<file path="src/rtl/msdap_pkg.sv">
// Shared types and stream geometry for the MSDAP serial receive path.
package msdap_pkg;

  localparam int MSDAP_WORD_W   = 16;
  localparam int MSDAP_NUM_RJ   = 16;
  localparam int MSDAP_NUM_COEF = 512;

  typedef enum logic [1:0] {
    RJ   = 2'd0,
    COEF = 2'd1,
    DATA = 2'd2
  } word_kind_e;

  typedef enum logic {
    RX_IDLE  = 1'b0,
    RX_SHIFT = 1'b1
  } rx_state_e;

endpackage

</file>
<file path="src/rtl/msdap_frame_rx_if.sv">
// Word bus from the serial framer to the Rj/coefficient memories and data buffer.
interface msdap_frame_rx_if
  import msdap_pkg::*;
  #(parameter int WORD_W = MSDAP_WORD_W);

  logic [WORD_W-1:0] WordL;
  logic [WORD_W-1:0] WordR;
  logic              WordValid;
  word_kind_e        WordKind;
  logic [9:0]        WordIdx;
  logic              FrameErr;

  modport master (
    output WordL, WordR, WordValid, WordKind, WordIdx, FrameErr
  );

  modport slave (
    input WordL, WordR, WordValid, WordKind, WordIdx, FrameErr
  );

endinterface

</file>
<file path="src/rtl/msdap_sync.sv">
// Multi-bit flop chain; every bit sees the same delay so related inputs stay aligned.
module msdap_sync #(
  parameter int WIDTH  = 1,
  parameter int STAGES = 2
) (
  input  logic             clk,
  input  logic             rst,
  input  logic [WIDTH-1:0] d,
  output logic [WIDTH-1:0] q
);

  logic [WIDTH-1:0] chain [STAGES];

  always_ff @(posedge clk) begin
    if (rst) begin
      for (int unsigned i = 0; i < STAGES; i++) chain[i] <= '0;
    end else begin
      chain[0] <= d;
      for (int unsigned i = 1; i < STAGES; i++) chain[i] <= chain[i-1];
    end
  end

  assign q = chain[STAGES-1];

endmodule

</file>
<file path="src/rtl/msdap_frame_rx.sv">
// MSDAP serial front end: oversamples DCLK/Frame/InputL/InputR in the SCLK domain,
// deserializes Frame-delimited 16-bit stereo words and tags them as Rj, coefficient or data.
module msdap_frame_rx
  import msdap_pkg::*;
#(
  parameter int WORD_W      = MSDAP_WORD_W,
  parameter int NUM_RJ      = MSDAP_NUM_RJ,
  parameter int NUM_COEF    = MSDAP_NUM_COEF,
  parameter int SYNC_STAGES = 2
) (
  input  logic SCLK,
  input  logic Reset,
  input  logic Restart,
  input  logic En,
  input  logic DCLK,
  input  logic Frame,
  input  logic InputL,
  input  logic InputR,
  msdap_frame_rx_if.master wordBus
);

  localparam int CNT_W     = $clog2(WORD_W);
  localparam int TOTAL_MAX = NUM_RJ + NUM_COEF;
  localparam int TOTAL_W   = $clog2(TOTAL_MAX) + 1;

  logic [3:0] syncQ;
  logic       dclkS, frameS, inLS, inRS;
  logic       dclkD, fall;

  msdap_sync #(.WIDTH(4), .STAGES(SYNC_STAGES)) u_sync (
    .clk (SCLK),
    .rst (Reset),
    .d   ({DCLK, Frame, InputL, InputR}),
    .q   (syncQ)
  );

  assign {dclkS, frameS, inLS, inRS} = syncQ;

  always_ff @(posedge SCLK) begin
    if (Reset) dclkD <= 1'b0;
    else       dclkD <= dclkS;
  end

  assign fall = dclkD & ~dclkS;

  rx_state_e          state, stateNext;
  logic [CNT_W-1:0]   cnt;
  logic [WORD_W-1:0]  shL, shR;
  logic [TOTAL_W-1:0] total;
  logic               startBit, shiftBit, abortWord, wordDone;
  word_kind_e         kindNow;
  logic [9:0]         idxNow;

  always_ff @(posedge SCLK) begin
    if (Reset || Restart) state <= RX_IDLE;
    else                  state <= stateNext;
  end

  // cnt counts modulo WORD_W: in SHIFT, cnt==0 means all WORD_W bits are in.
  always_comb begin
    stateNext = state;
    if (!En) begin
      stateNext = RX_IDLE;
    end else begin
      case (state)
        RX_IDLE:  if (fall && frameS) stateNext = RX_SHIFT;
        RX_SHIFT: if (cnt == '0)      stateNext = RX_IDLE;
        default:  stateNext = RX_IDLE;
      endcase
    end
  end

  always_comb begin
    startBit  = 1'b0;
    shiftBit  = 1'b0;
    abortWord = 1'b0;
    wordDone  = 1'b0;
    if (En) begin
      case (state)
        RX_IDLE: startBit = fall & frameS;
        RX_SHIFT: begin
          if (cnt == '0) begin
            wordDone = 1'b1;
          end else if (fall) begin
            if (frameS) begin
              startBit  = 1'b1;
              abortWord = 1'b1;
            end else begin
              shiftBit = 1'b1;
            end
          end
        end
        default: ;
      endcase
    end
  end

  always_comb begin
    kindNow = DATA;
    idxNow  = '0;
    if (total < TOTAL_W'(NUM_RJ)) begin
      kindNow = RJ;
      idxNow  = 10'(total);
    end else if (total < TOTAL_W'(TOTAL_MAX)) begin
      kindNow = COEF;
      idxNow  = 10'(total - TOTAL_W'(NUM_RJ));
    end
  end

  always_ff @(posedge SCLK) begin
    if (Reset) begin
      cnt               <= '0;
      shL               <= '0;
      shR               <= '0;
      total             <= '0;
      wordBus.WordL     <= '0;
      wordBus.WordR     <= '0;
      wordBus.WordValid <= 1'b0;
      wordBus.WordKind  <= RJ;
      wordBus.WordIdx   <= '0;
      wordBus.FrameErr  <= 1'b0;
    end else if (Restart) begin
      cnt               <= '0;
      total             <= '0;
      wordBus.WordValid <= 1'b0;
      wordBus.FrameErr  <= 1'b0;
    end else begin
      wordBus.WordValid <= wordDone;
      wordBus.FrameErr  <= abortWord;
      if (!En) begin
        cnt <= '0;
      end else if (startBit) begin
        shL <= WORD_W'(inLS);
        shR <= WORD_W'(inRS);
        cnt <= CNT_W'(1);
      end else if (shiftBit) begin
        shL <= {shL[WORD_W-2:0], inLS};
        shR <= {shR[WORD_W-2:0], inRS};
        cnt <= cnt + CNT_W'(1);
      end else if (wordDone) begin
        wordBus.WordL    <= shL;
        wordBus.WordR    <= shR;
        wordBus.WordKind <= kindNow;
        wordBus.WordIdx  <= idxNow;
        if (total != TOTAL_W'(TOTAL_MAX)) total <= total + TOTAL_W'(1);
      end
    end
  end

endmodule

</file>
<file path="src/flat_wrapper.sv">
// flat-port wrapper written by rule: the top's interface ports become plain ports
module msdap_frame_rx_flat import msdap_pkg::*;
#(
  parameter int WORD_W      = MSDAP_WORD_W,
  parameter int NUM_RJ      = MSDAP_NUM_RJ,
  parameter int NUM_COEF    = MSDAP_NUM_COEF,
  parameter int SYNC_STAGES = 2
)
  (SCLK, Reset, Restart, En, DCLK, Frame, InputL, InputR, wordBus_WordL, wordBus_WordR, wordBus_WordValid, wordBus_WordKind, wordBus_WordIdx, wordBus_FrameErr);
  msdap_frame_rx_if #(.WORD_W(WORD_W)) wordBus_i ();
  input  logic SCLK;
  input  logic Reset;
  input  logic Restart;
  input  logic En;
  input  logic DCLK;
  input  logic Frame;
  input  logic InputL;
  input  logic InputR;
  output wire logic [$bits(wordBus_i.WordL)-1:0] wordBus_WordL;
  output wire logic [$bits(wordBus_i.WordR)-1:0] wordBus_WordR;
  output wire logic [$bits(wordBus_i.WordValid)-1:0] wordBus_WordValid;
  output wire logic [$bits(wordBus_i.WordKind)-1:0] wordBus_WordKind;
  output wire logic [$bits(wordBus_i.WordIdx)-1:0] wordBus_WordIdx;
  output wire logic [$bits(wordBus_i.FrameErr)-1:0] wordBus_FrameErr;
  assign wordBus_WordL = wordBus_i.WordL;
  assign wordBus_WordR = wordBus_i.WordR;
  assign wordBus_WordValid = wordBus_i.WordValid;
  assign wordBus_WordKind = wordBus_i.WordKind;
  assign wordBus_WordIdx = wordBus_i.WordIdx;
  assign wordBus_FrameErr = wordBus_i.FrameErr;
  msdap_frame_rx #(.WORD_W(WORD_W), .NUM_RJ(NUM_RJ), .NUM_COEF(NUM_COEF), .SYNC_STAGES(SYNC_STAGES)) u_core (.SCLK(SCLK), .Reset(Reset), .Restart(Restart), .En(En), .DCLK(DCLK), .Frame(Frame), .InputL(InputL), .InputR(InputR), .wordBus(wordBus_i));
endmodule
</file>
<file path="config.mk">
export PLATFORM = sky130hd
export DESIGN_NAME = msdap_frame_rx_flat
export DESIGN_NICKNAME = d
export VERILOG_FILES = /design/src/rtl/msdap_pkg.sv /design/src/rtl/msdap_frame_rx_if.sv /design/src/rtl/msdap_sync.sv /design/src/rtl/msdap_frame_rx.sv /design/src/flat_wrapper.sv
export SDC_FILE = /design/constraint.sdc
export NUM_CORES = 1
export LEC_CHECK = 0
export BUFFER_PORTS_ARGS = -buffer_cell sky130_fd_sc_hd__buf_2
export CAP_MARGIN = 40
export CORE_ASPECT_RATIO = 1.5
export CORE_UTILIZATION = 25
export CTS_CLUSTER_SIZE = 20
export DETAILED_ROUTE_END_ITERATION = 10
export SYNTH_ARGS = -nofsm -noshare
export SYNTH_HDL_FRONTEND = slang
export SYNTH_HIERARCHICAL = 1
export SYNTH_SLANG_ARGS = --single-unit
</file>
<file path="constraint.sdc">
create_clock -name SCLK -period 2.1 [get_ports SCLK]
set_clock_uncertainty 0.15 [all_clocks]
set_input_delay 0.21 -clock SCLK [delete_from_list [all_inputs] [get_ports SCLK]]
set_output_delay 0.21 -clock SCLK [all_outputs]
set_load 0.01 [all_outputs]
</file>
==> run_results.csv, run 1 <==
group,metric,value,unit
grt,antenna_found_initial,0,
setup_path,cp.required,2.24,ns
finish,nFillCells,1606,
synthesis,synth_edf_count,0,
setup_path,reg2reg_from,"u_core/cnt[0]",
synthesis,synth_compound_area_frac,0.164,
worst_hold_path,hold_path_class,"in2reg",
routing,routed_wirelength,8650,um
status,status,"finished clean",
synthesis,synth-adder-area-share,0.0193,
routing,drc,0,
routing,vias,3043,
grt,grt_max_degree,35,
synthesis,syn_area,3880,um2
grt,first_global_vias,3025,
setup_path,reg2reg_setup_slack,0.08,ns
floorplan,rows,55,
setup_path,cp_max_fo,14,
timing,hold_viol_final,0,
finish,layout-drive-gt1-share,0.202,
setup_path,critical_path.startpoint,"u_core/cnt[0]",
placed_design,io_buffers,53,
synthesis,async_reset_ff_frac,0,
synthesis,syn_area_per_cell,9.62,um2
pwr,ir_drop,0.000482,V
timing,tightest_slew,0.584,ns
clocking,cts_root_buf,"clkbuf_16",
synthesis,synth_nets,418,
grt,grt_pass1_wl,14300,um
setup_path,reg2reg_depth,7,
synthesis,yosysMostFrequentCell,"dfxtp_1",
grt,grt_util_all_layers,0.110,
finish,utilization,0.314,
synthesis,yosys.area_share.simple,0.209,
synthesis,synth-warning-count,6,
placed_design,placed_cell_area,4370,um2
routing,first_iter_violations,98,
timing,slew_viol_final,0,
routing,wl_per_cell,13.0,um
floorplan,start_util,0.257,
finish,nNetsFinal,474,
routing,drtAntennaViolNets,0,
placed_design,pre_cts_ws,0.00828,ns
clocking,clock_latency,0.34,ns
routing,dr.pass1.iters,4,
timing,hold_ws,0.0351,ns
synthesis,synthFlopType,"dfxtp_1",
timing,finalSetupTns,0,ns
floorplan,pin_count,54,
clocking,htree_num_levels,3,
finish,area_delta_synth_final,22.5,%
routing,vias_per_cell,4.58,
setup_path,cp-end-kind,"flip-flop",
timing,setup_viol,0,
synthesis,ys_seq_area_frac,0.531,
finish,antenna_cells,0,
grt,overflow,0,
clocking,clkSlewWorstSetupHoldPaths,0.08,ns
setup_path,crit_type,"reg2reg",
pwr,total_power,3.89,mW
synthesis,synth_top_area_cell,"dfxtp_1",
run,cap_violations,0,
finish,instances_no_fill,664,
timing,fmax,494,MHz
clocking,numClockSinks,103,
timing,fin_crit,2.02,ns
floorplan,die-area,16100,um2
synthesis,synth_xor_area_frac,0.0203,
timing,slew-limit-headroom,0.611,
placed_design,dp.cells,643,
synthesis,synth_top_area_share,0.531,
pwr,power_density,816,nW/um2
synthesis,ys_ff_latch,103,
synthesis,synth_common_cells,"dfxtp_1 (103), nand2_1 (44), a21oi_1 (42)",
clocking,cts_tree,"done",
synthesis,synth_top_family_by_area,"simple AND/OR/NAND/NOR gates",
timing,timing.final.crit_share,0.963,
clocking,numCtsBuffers,9,
timing,rsz0062_at_grt,"false",
pwr,p_leak,1.96,nW
floorplan,fp.dieW,104,um
setup_path,crit_arrival,2.16,ns
synthesis,synth_area_leaders,"dfxtp_1 (53%), a22o_1 (8.1%), a21oi_1 (5.4%)",
clocking,clockBufferDepth,2,
floorplan,core-area,15100,um2
setup_path,crit_end,"u_core/cnt[3]",
floorplan,die_y,155,um
setup_path,r2r_end,"u_core/cnt[3]",
timing,setup_ws,0.0774,ns
placed_design,place_congestion,0.855,
finish,fin_area,4760,um2
synthesis,synthCells,404,
synthesis,synth.distinct_cells,45,
placed_design,dpl.hpwl,6120,um
setup_path,startpoint_type,"flip-flop",
synthesis,synth.mux.area_fraction,0.0106,
[layout by cell type (no fill, tap or decap), types with 6 or more instances in the layout]
| cell | n |
|---|---|
| a22o_1 | 36 |
| nand2_1 | 44 |
| nand4_1 | 7 |
| buf_2 | 53 |
| dfxtp_1 | 103 |
| nor2_1 | 33 |
| ha_1 | 6 |
| a21oi_1 | 42 |
| clkbuf_16 | 9 |
| nand2b_1 | 22 |
| nor2b_1 | 10 |
| nand3_1 | 7 |
| inv_1 | 8 |
| nor3_1 | 6 |
| buf_4 | 11 |
[final cells by class]
class / count / area [um2] / area share
Clock buffer: 9 / 225 / 0.0473
Clock inverter: 7 / 113 / 0.0237
Inverter: 8 / 30.0 / 0.00631
Multi-Input combinational cell: 267 / 1660 / 0.348
Sequential cell: 103 / 2060 / 0.433
Tap cell: 199 / 249 / 0.0523
Timing Repair Buffer: 71 / 425 / 0.0894
[per-layer routing]
metal,wire length (um),vias up,global-route usage
met5,0,-,0
met3,354,15,0.0295
li1,-,1517,-
met2,4360,75,0.192
met1,3760,1436,0.124
met4,167,0,0.0510
[state kept, by name (all words and copies together), names as in the netlist, 2 cells and up]
name / flops
u_core/shR: 16
u_core/shL: 16
u_core/wordBus.WordKind: 2
u_core/wordBus.WordR: 16
u_core/total: 11
u_core/cnt: 4
u_core/wordBus.WordL: 16
u_core/u_sync/chain: 8
u_core/wordBus.WordIdx: 10
[power by group]
part | total, mW | internal [mW] | switching, mW | leakage, nW
Combinational | 0.0785 | 0.0329 | 0.0456 | 0.961
Clock | 1.84 | 1.07 | 0.771 | 0.167
Sequential | 1.96 | 1.96 | 0.00332 | 0.831
[worst min-delay path by stage]
stage	to	from	slack, ns	cells after the start
2_1_floorplan	u_core/u_sync/chain[0][0]	Reset	0.13	1
3_3_place_gp	u_core/wordBus.WordKind[0]	u_core/wordBus.WordKind[0]	0.27	2
3_5_place_dp	u_core/u_sync/chain[0][3]	DCLK	0.28	2
4_1_cts	u_core/shR[0]	Reset	0.02	2
5_1_grt	u_core/shR[0]	Reset	0.04	2
6_report	u_core/shR[0]	Reset	0.04	2
[worst max-delay path: stages, from the launching register on]
cell,delay [ns]
dfxtp_1,0.33
inv_1,0.09
ha_1,0.20
and4bb_4,0.28
buf_6,0.17
o21ai_1,0.12
or4_1,0.54
nand2_1,0.08
[what timing repair did]
action | in CTS | in global routing
cloned | 1 | 0
gates resized for setup | 0 | 4
endpoints found under the hold margin | 4 | 0
hold buffers | 4 | 0
buffers inserted | 0 | 0
setup endpoints to repair | 6 | 23
[kinds of logic after synthesis]
kind of cell	after synthesis
mux	4
flops	103
buf+inv	35
simple gates	154
compound gates	93
fa+ha+maj	6
xor+xnor	9
No activity file was read; power rests on OpenSTA's default activity.
==> run 2, diff against run 1 <==
--- a/config.mk
+++ b/config.mk
@@ -5,12 +5,13 @@
 export SDC_FILE = /design/constraint.sdc
 export NUM_CORES = 1
 export LEC_CHECK = 0
-export BUFFER_PORTS_ARGS = -buffer_cell sky130_fd_sc_hd__buf_2
+export BUFFER_PORTS_ARGS = -buffer_cell sky130_fd_sc_hd__buf_4
 export CAP_MARGIN = 40
 export CORE_ASPECT_RATIO = 1.5
-export CORE_UTILIZATION = 25
+export CORE_UTILIZATION = 56
 export CTS_CLUSTER_SIZE = 20
 export DETAILED_ROUTE_END_ITERATION = 10
+export PLACE_DENSITY = 0.78
 export SYNTH_ARGS = -nofsm -noshare
 export SYNTH_HDL_FRONTEND = slang
 export SYNTH_HIERARCHICAL = 1
==> run 2 against run 1 <==
Maximum frequency increased by 2.2%. Sequential power about the same. Sequential cell count unchanged. Critical path depth unchanged. Final cell count decreased by 19%. Setup slack improved by 0.044 ns. Total power decreased by 16%. Clock power decreased by 33%. First-iteration DRC count increased by 26%. Combinational power about the same. Critical path type unchanged. Critical endpoint is now u_core/total[0].
==> run_results.csv, run 2 (synthesized netlist as in run 1, its figures left out) <==
group,metric,value,unit
timing,rsz0062_at_grt,"false",
finish,nFillCells,538,
clocking,clkSlewWorstSetupHoldPaths,0.09,ns
floorplan,die-area,7280,um2
floorplan,core-area,6620,um2
pwr,power_density,714,nW/um2
timing,slew_viol_final,0,
routing,vias_per_cell,5.62,
timing,hold_viol_final,0,
timing,finalSetupTns,0,ns
worst_hold_path,hold_end,"u_core/cnt[0]",
setup_path,cp-end-kind,"flip-flop",
clocking,cts_root_buf,"clkbuf_8",
setup_path,reg2reg_from,"u_core/cnt[0]",
routing,wl_per_cell,14.7,um
placed_design,dpl.hpwl,5320,um
placed_design,place_congestion,0.906,
routing,vias,3025,
finish,fin_area,4580,um2
clocking,htree_num_levels,3,
timing,setup_ws,0.121,ns
placed_design,placed_cell_area,4310,um2
timing,timing.final.crit_share,0.942,
setup_path,reg2reg_depth,7,
pwr,total_power,3.27,mW
clocking,numCtsBuffers,9,
routing,routed_wirelength,7930,um
status,status,"finished clean",
setup_path,crit_arrival,2.12,ns
grt,antenna_found_initial,0,
routing,first_iter_violations,123,
placed_design,io_buffers,53,
worst_hold_path,worstHoldStart,"En",
finish,layout-drive-gt1-share,0.193,
timing,fmax,505,MHz
grt,grt_pass1_wl,13300,um
finish,instances_no_fill,538,
worst_hold_path,hold_path_class,"in2reg",
finish,area_delta_synth_final,17.8,%
grt,first_global_vias,2900,
pwr,p_leak,1.88,nW
pwr,ir_drop,0.000502,V
clocking,numClockSinks,103,
floorplan,fp.dieW,70.0,um
clocking,cts_tree,"done",
finish,nNetsFinal,471,
worst_hold_path,holdPathStages,3,
finish,ff_latch_area,2060,um2
timing,slew-limit-headroom,0.716,
timing,setup_viol,0,
run,cap_violations,0,
grt,grt_util_all_layers,0.227,
finish,final_cell_mix,"dfxtp_1 (103), buf_4 (61), nand2_1 (44)",
setup_path,crit_type,"reg2reg",
setup_path,reg2reg_setup_slack,0.12,ns
clocking,clockBufferDepth,2,
floorplan,die_y,104,um
floorplan,pin_count,54,
placed_design,pre_cts_ws,0.0169,ns
finish,multi_input_area,1660,um2
setup_path,r2r_end,"u_core/total[0]",
setup_path,cp_max_fo,14,
timing,fin_crit,1.98,ns
routing,dr.pass1.iters,4,
floorplan,rows,36,
grt,overflow,0,
floorplan,start_util,0.587,
finish,antenna_cells,0,
finish,mostFrequentLayoutCell,"dfxtp_1",
placed_design,dp.cells,515,
setup_path,startpoint_type,"flip-flop",
timing,tightest_slew,0.425,ns
clocking,clock_latency,0.36,ns
routing,drc,0,
grt,grt_max_degree,37,
routing,drtAntennaViolNets,0,
setup_path,cp.required,2.24,ns
-- run 2: worst max-delay path by stage --
stage	to	cells after the start	startpoint	slack (ns)
floorplan	u_core/shL[15]	7	u_core/cnt[0]	0.24
global placement	u_core/shR[10]	6	u_core/cnt[0]	0.09
detailed placement	u_core/shR[1]	6	u_core/cnt[0]	0.02
CTS	u_core/cnt[3]	7	u_core/cnt[0]	0.05
global route	u_core/shL[12]	7	u_core/cnt[0]	0.02
finish	u_core/total[0]	7	u_core/cnt[0]	0.12
-- run 2: repair_timing --
item	4_1_cts	5_1_grt
setup endpoints to repair	5	28
buffers inserted	0	1
pin swaps	2	2
cloned	0	1
endpoints found under the hold margin	5	0
resized for setup	0	3
hold buffers	5	0
-- run 2: critical path: stages, from the launching register on --
cell	delay [ns]
dfxtp_1	0.33
inv_1	0.09
ha_1	0.20
and4bb_4	0.28
buf_6	0.16
nand2_1	0.11
or3b_2	0.47
a21oi_1	0.14
-- run 2: stage by stage --
stage	hold slack, ns	util
2_1_floorplan	0.132	-
3_3_place_gp	0.270	0.651
3_5_place_dp	0.273	0.651
4_1_cts	0.0157	0.688
5_1_grt	0.0367	0.691
6_report	0.0358	0.691
-- run 2: final cells by class --
cell class,instances,area share
Timing Repair Buffer,68,0.118
Inverter,8,0.00656
Multi-Input combinational cell,267,0.362
Clock buffer,10,0.0279
Clock inverter,6,0.0145
Sequential cell,103,0.451
Tap cell,76,0.0208
-- run 2: per-layer routing --
layer	vias to the layer above	GRT usage	part of all wire
li1	1506	-	-
met4	0	0.0986	0.025
met5	-	0	0
met3	17	0.0407	0.035
met1	1434	0.274	0.44
met2	68	0.389	0.50
-- run 2: where the power goes --
group	total, mW	internal [mW]	switching (mW)	leakage (nW)
clock	1.23	0.561	0.666	0.101
combinational	0.0787	0.0339	0.0449	0.948
sequential	1.96	1.96	0.00313	0.831
total	3.27	2.55	0.714	1.88
==> run 3, diff against run 2 <==
--- a/config.mk
+++ b/config.mk
@@ -5,13 +5,14 @@
 export SDC_FILE = /design/constraint.sdc
 export NUM_CORES = 1
 export LEC_CHECK = 0
+export ABC_AREA = 1
 export BUFFER_PORTS_ARGS = -buffer_cell sky130_fd_sc_hd__buf_4
 export CAP_MARGIN = 40
 export CORE_ASPECT_RATIO = 1.5
-export CORE_UTILIZATION = 56
-export CTS_CLUSTER_SIZE = 20
+export CORE_UTILIZATION = 58
+export CTS_CLUSTER_SIZE = 14
 export DETAILED_ROUTE_END_ITERATION = 10
-export PLACE_DENSITY = 0.78
+export PLACE_DENSITY = 0.8
 export SYNTH_ARGS = -nofsm -noshare
 export SYNTH_HDL_FRONTEND = slang
 export SYNTH_HIERARCHICAL = 1
==> run 3 against run 2 <==
Final cell count rose by 41%. Maximum frequency rose by 3.4%. Final area rose by 12%. First-iteration DRC count rose to 2.9 times the previous value. Clock power barely moved. Sequential cell count did not move. Combinational power rose by 50%. Critical path type unchanged. Critical endpoint is now u_core/shR[6]. Highest routed layer unchanged.
==> run_results.csv, run 3 <==
group,metric,value,unit
synthesis,synth_edf_count,0,
floorplan,fp.dieW,73.5,um
synthesis,yosysMostFrequentCell,"nand2_1",
worst_hold_path,hold_path_class,"in2reg",
finish,final_cell_mix,"nand2_1 (128), nor2_1 (125), dfxtp_1 (103)",
clocking,cts_tree,"done",
placed_design,io_buffers,53,
timing,hold_viol_final,0,
floorplan,start_util,0.608,
floorplan,core-area,7320,um2
finish,antenna_cells,0,
timing,slew-limit-headroom,0.611,
synthesis,synth_nets,631,
setup_path,cp-end-kind,"flip-flop",
synthesis,synth-warning-count,6,
synthesis,ys_ff_latch,103,
finish,instances_no_fill,761,
setup_path,crit_type,"reg2reg",
timing,tightest_slew,0.583,ns
timing,rsz0062_at_grt,"false",
floorplan,die_y,109,um
clocking,ctsResizeCount,0,
run,cap_violations,0,
clocking,numCtsBuffers,9,
routing,dr.pass1.iters,4,
grt,antenna_found_initial,0,
synthesis,synth_area_leaders,"dfxtp_1 (46%), nand2_1 (11%), nor2_1 (11%)",
floorplan,pin_count,54,
synthesis,synthCells,617,
synthesis,synth_top_area_share,0.463,
placed_design,dp.cells,740,
timing,timing.final.crit_share,0.911,
placed_design,dpl.hpwl,6220,um
synthesis,synthFlopType,"dfxtp_1",
timing,fmax,523,MHz
routing,vias,4024,
grt,overflow,0,
pwr,power_density,647,nW/um2
finish,mostFrequentLayoutCell,"nand2_1",
synthesis,ys_seq_area_frac,0.463,
placed_design,place_congestion,0.862,
clocking,cts_root_buf,"clkbuf_8",
grt,grt_pass1_wl,15700,um
grt,grt_util_all_layers,0.251,
grt,first_global_vias,3654,
timing,fin_crit,1.91,ns
finish,nNetsFinal,670,
synthesis,synth.distinct_cells,27,
clocking,htree_num_levels,3,
synthesis,syn_area_per_cell,7.21,um2
clocking,clkSlewWorstSetupHoldPaths,0.09,ns
clocking,clock_latency,0.37,ns
routing,routed_wirelength,9380,um
clocking,numClockSinks,103,
synthesis,syn_area,4450,um2
routing,drtAntennaViolNets,0,
setup_path,crit_arrival,2.03,ns
setup_path,cp.required,2.22,ns
finish,layout-drive-gt1-share,0.159,
timing,finalSetupTns,0,ns
timing,setup_viol,0,
finish,area_delta_synth_final,15.2,%
routing,wl_per_cell,12.3,um
routing,drc,0,
pwr,p_leak,2.15,nW
setup_path,cp_max_fo,12,
routing,first_iter_violations,355,
clocking,clockBufferDepth,2,
floorplan,die-area,8030,um2
grt,grt_max_degree,64,
floorplan,rows,38,
setup_path,startpoint_type,"flip-flop",
status,status,"finished clean",
synthesis,synth_top_area_cell,"dfxtp_1",
pwr,ir_drop,0.000474,V
synthesis,async_reset_ff_frac,0,
synthesis,synth_common_cells,"nand2_1 (128), nor2_1 (126), dfxtp_1 (103)",
finish,nFillCells,663,
routing,vias_per_cell,5.29,
timing,slew_viol_final,0,
run 3: report_power, final:
group	internal (mW)	leakage, nW	total [mW]	switching, mW
clock	0.579	0.106	1.24	0.656
sequential	1.96	0.831	1.96	0.00303
combinational	0.0409	1.21	0.118	0.0769
total	2.58	2.15	3.32	0.736
run 3: cell type report:
| cell class | count | area (um2) | share of cell area |
|---|---|---|---|
| Clock buffer | 10 | 138 | 0.0268 |
| Clock inverter | 6 | 58.8 | 0.0115 |
| Inverter | 40 | 150 | 0.0293 |
| Multi-Input combinational cell | 433 | 2000 | 0.390 |
| Sequential cell | 103 | 2060 | 0.402 |
| Tap cell | 100 | 125 | 0.0244 |
| Timing Repair Buffer | 69 | 593 | 0.116 |
run 3: final timing paths:
| check | startpoint | to | slack (ns) | depth (start not counted) |
|---|---|---|---|---|
| max reg2reg | u_core/cnt[0] | u_core/shR[6] | 0.19 | 9 |
| min | Reset | u_core/u_sync/chain[0][1] | 0.03 | 2 |
| min reg2reg | u_core/u_sync/chain[0][0] | u_core/u_sync/chain[0][4] | 0.26 | 2 |
| max | u_core/cnt[0] | u_core/shR[6] | 0.19 | 9 |
run 3: logic make-up after synthesis:
group,share of synthesized area
compound gates,0.113
xor+xnor,0.0118
buf+inv,0.0880
fa+ha+maj,0.0169
flops,0.463
simple gates,0.307
run 3: stage by stage:
stage	instance area, um2	hold slack, ns	power, mW	util	worst slack, ns
3_5_place_dp	4880	0.244	2.12	0.666	0.218
4_1_cts	5130	0.0126	3.35	0.700	0.202
3_3_place_gp	4880	0.240	2.12	0.666	0.305
5_1_grt	5130	0.0279	3.44	0.700	0.0529
6_report	5130	0.0252	3.32	0.700	0.187
2_1_floorplan	4450	0.167	2.09	-	0.491
run 3: critical path, cell delays in order, from the launching register on:
cell and delay [ns]:
dfxtp_1 0.41, inv_1 0.06, ha_1 0.22, nand3_2 0.12, nand3_2 0.20, nand2_4 0.22
buf_4 0.21, nand3_1 0.09, nand2_1 0.08, nor2_1 0.04
run 3: metal layers:
| layer | routed length (um) | track usage | up-vias |
|---|---|---|---|
| li1 | - | - | 2039 |
| met4 | 260 | 0.139 | 0 |
| met2 | 4750 | 0.444 | 97 |
| met5 | 0 | 0 | - |
| met1 | 4040 | 0.280 | 1867 |
| met3 | 337 | 0.0425 | 21 |
run 3: what timing repair did:
action / CTS / global route
buffers inserted: 0 / 0
hold buffers: 5 / 0
endpoints found under the setup margin: 0 / 0
endpoints found under the hold margin: 6 / 0
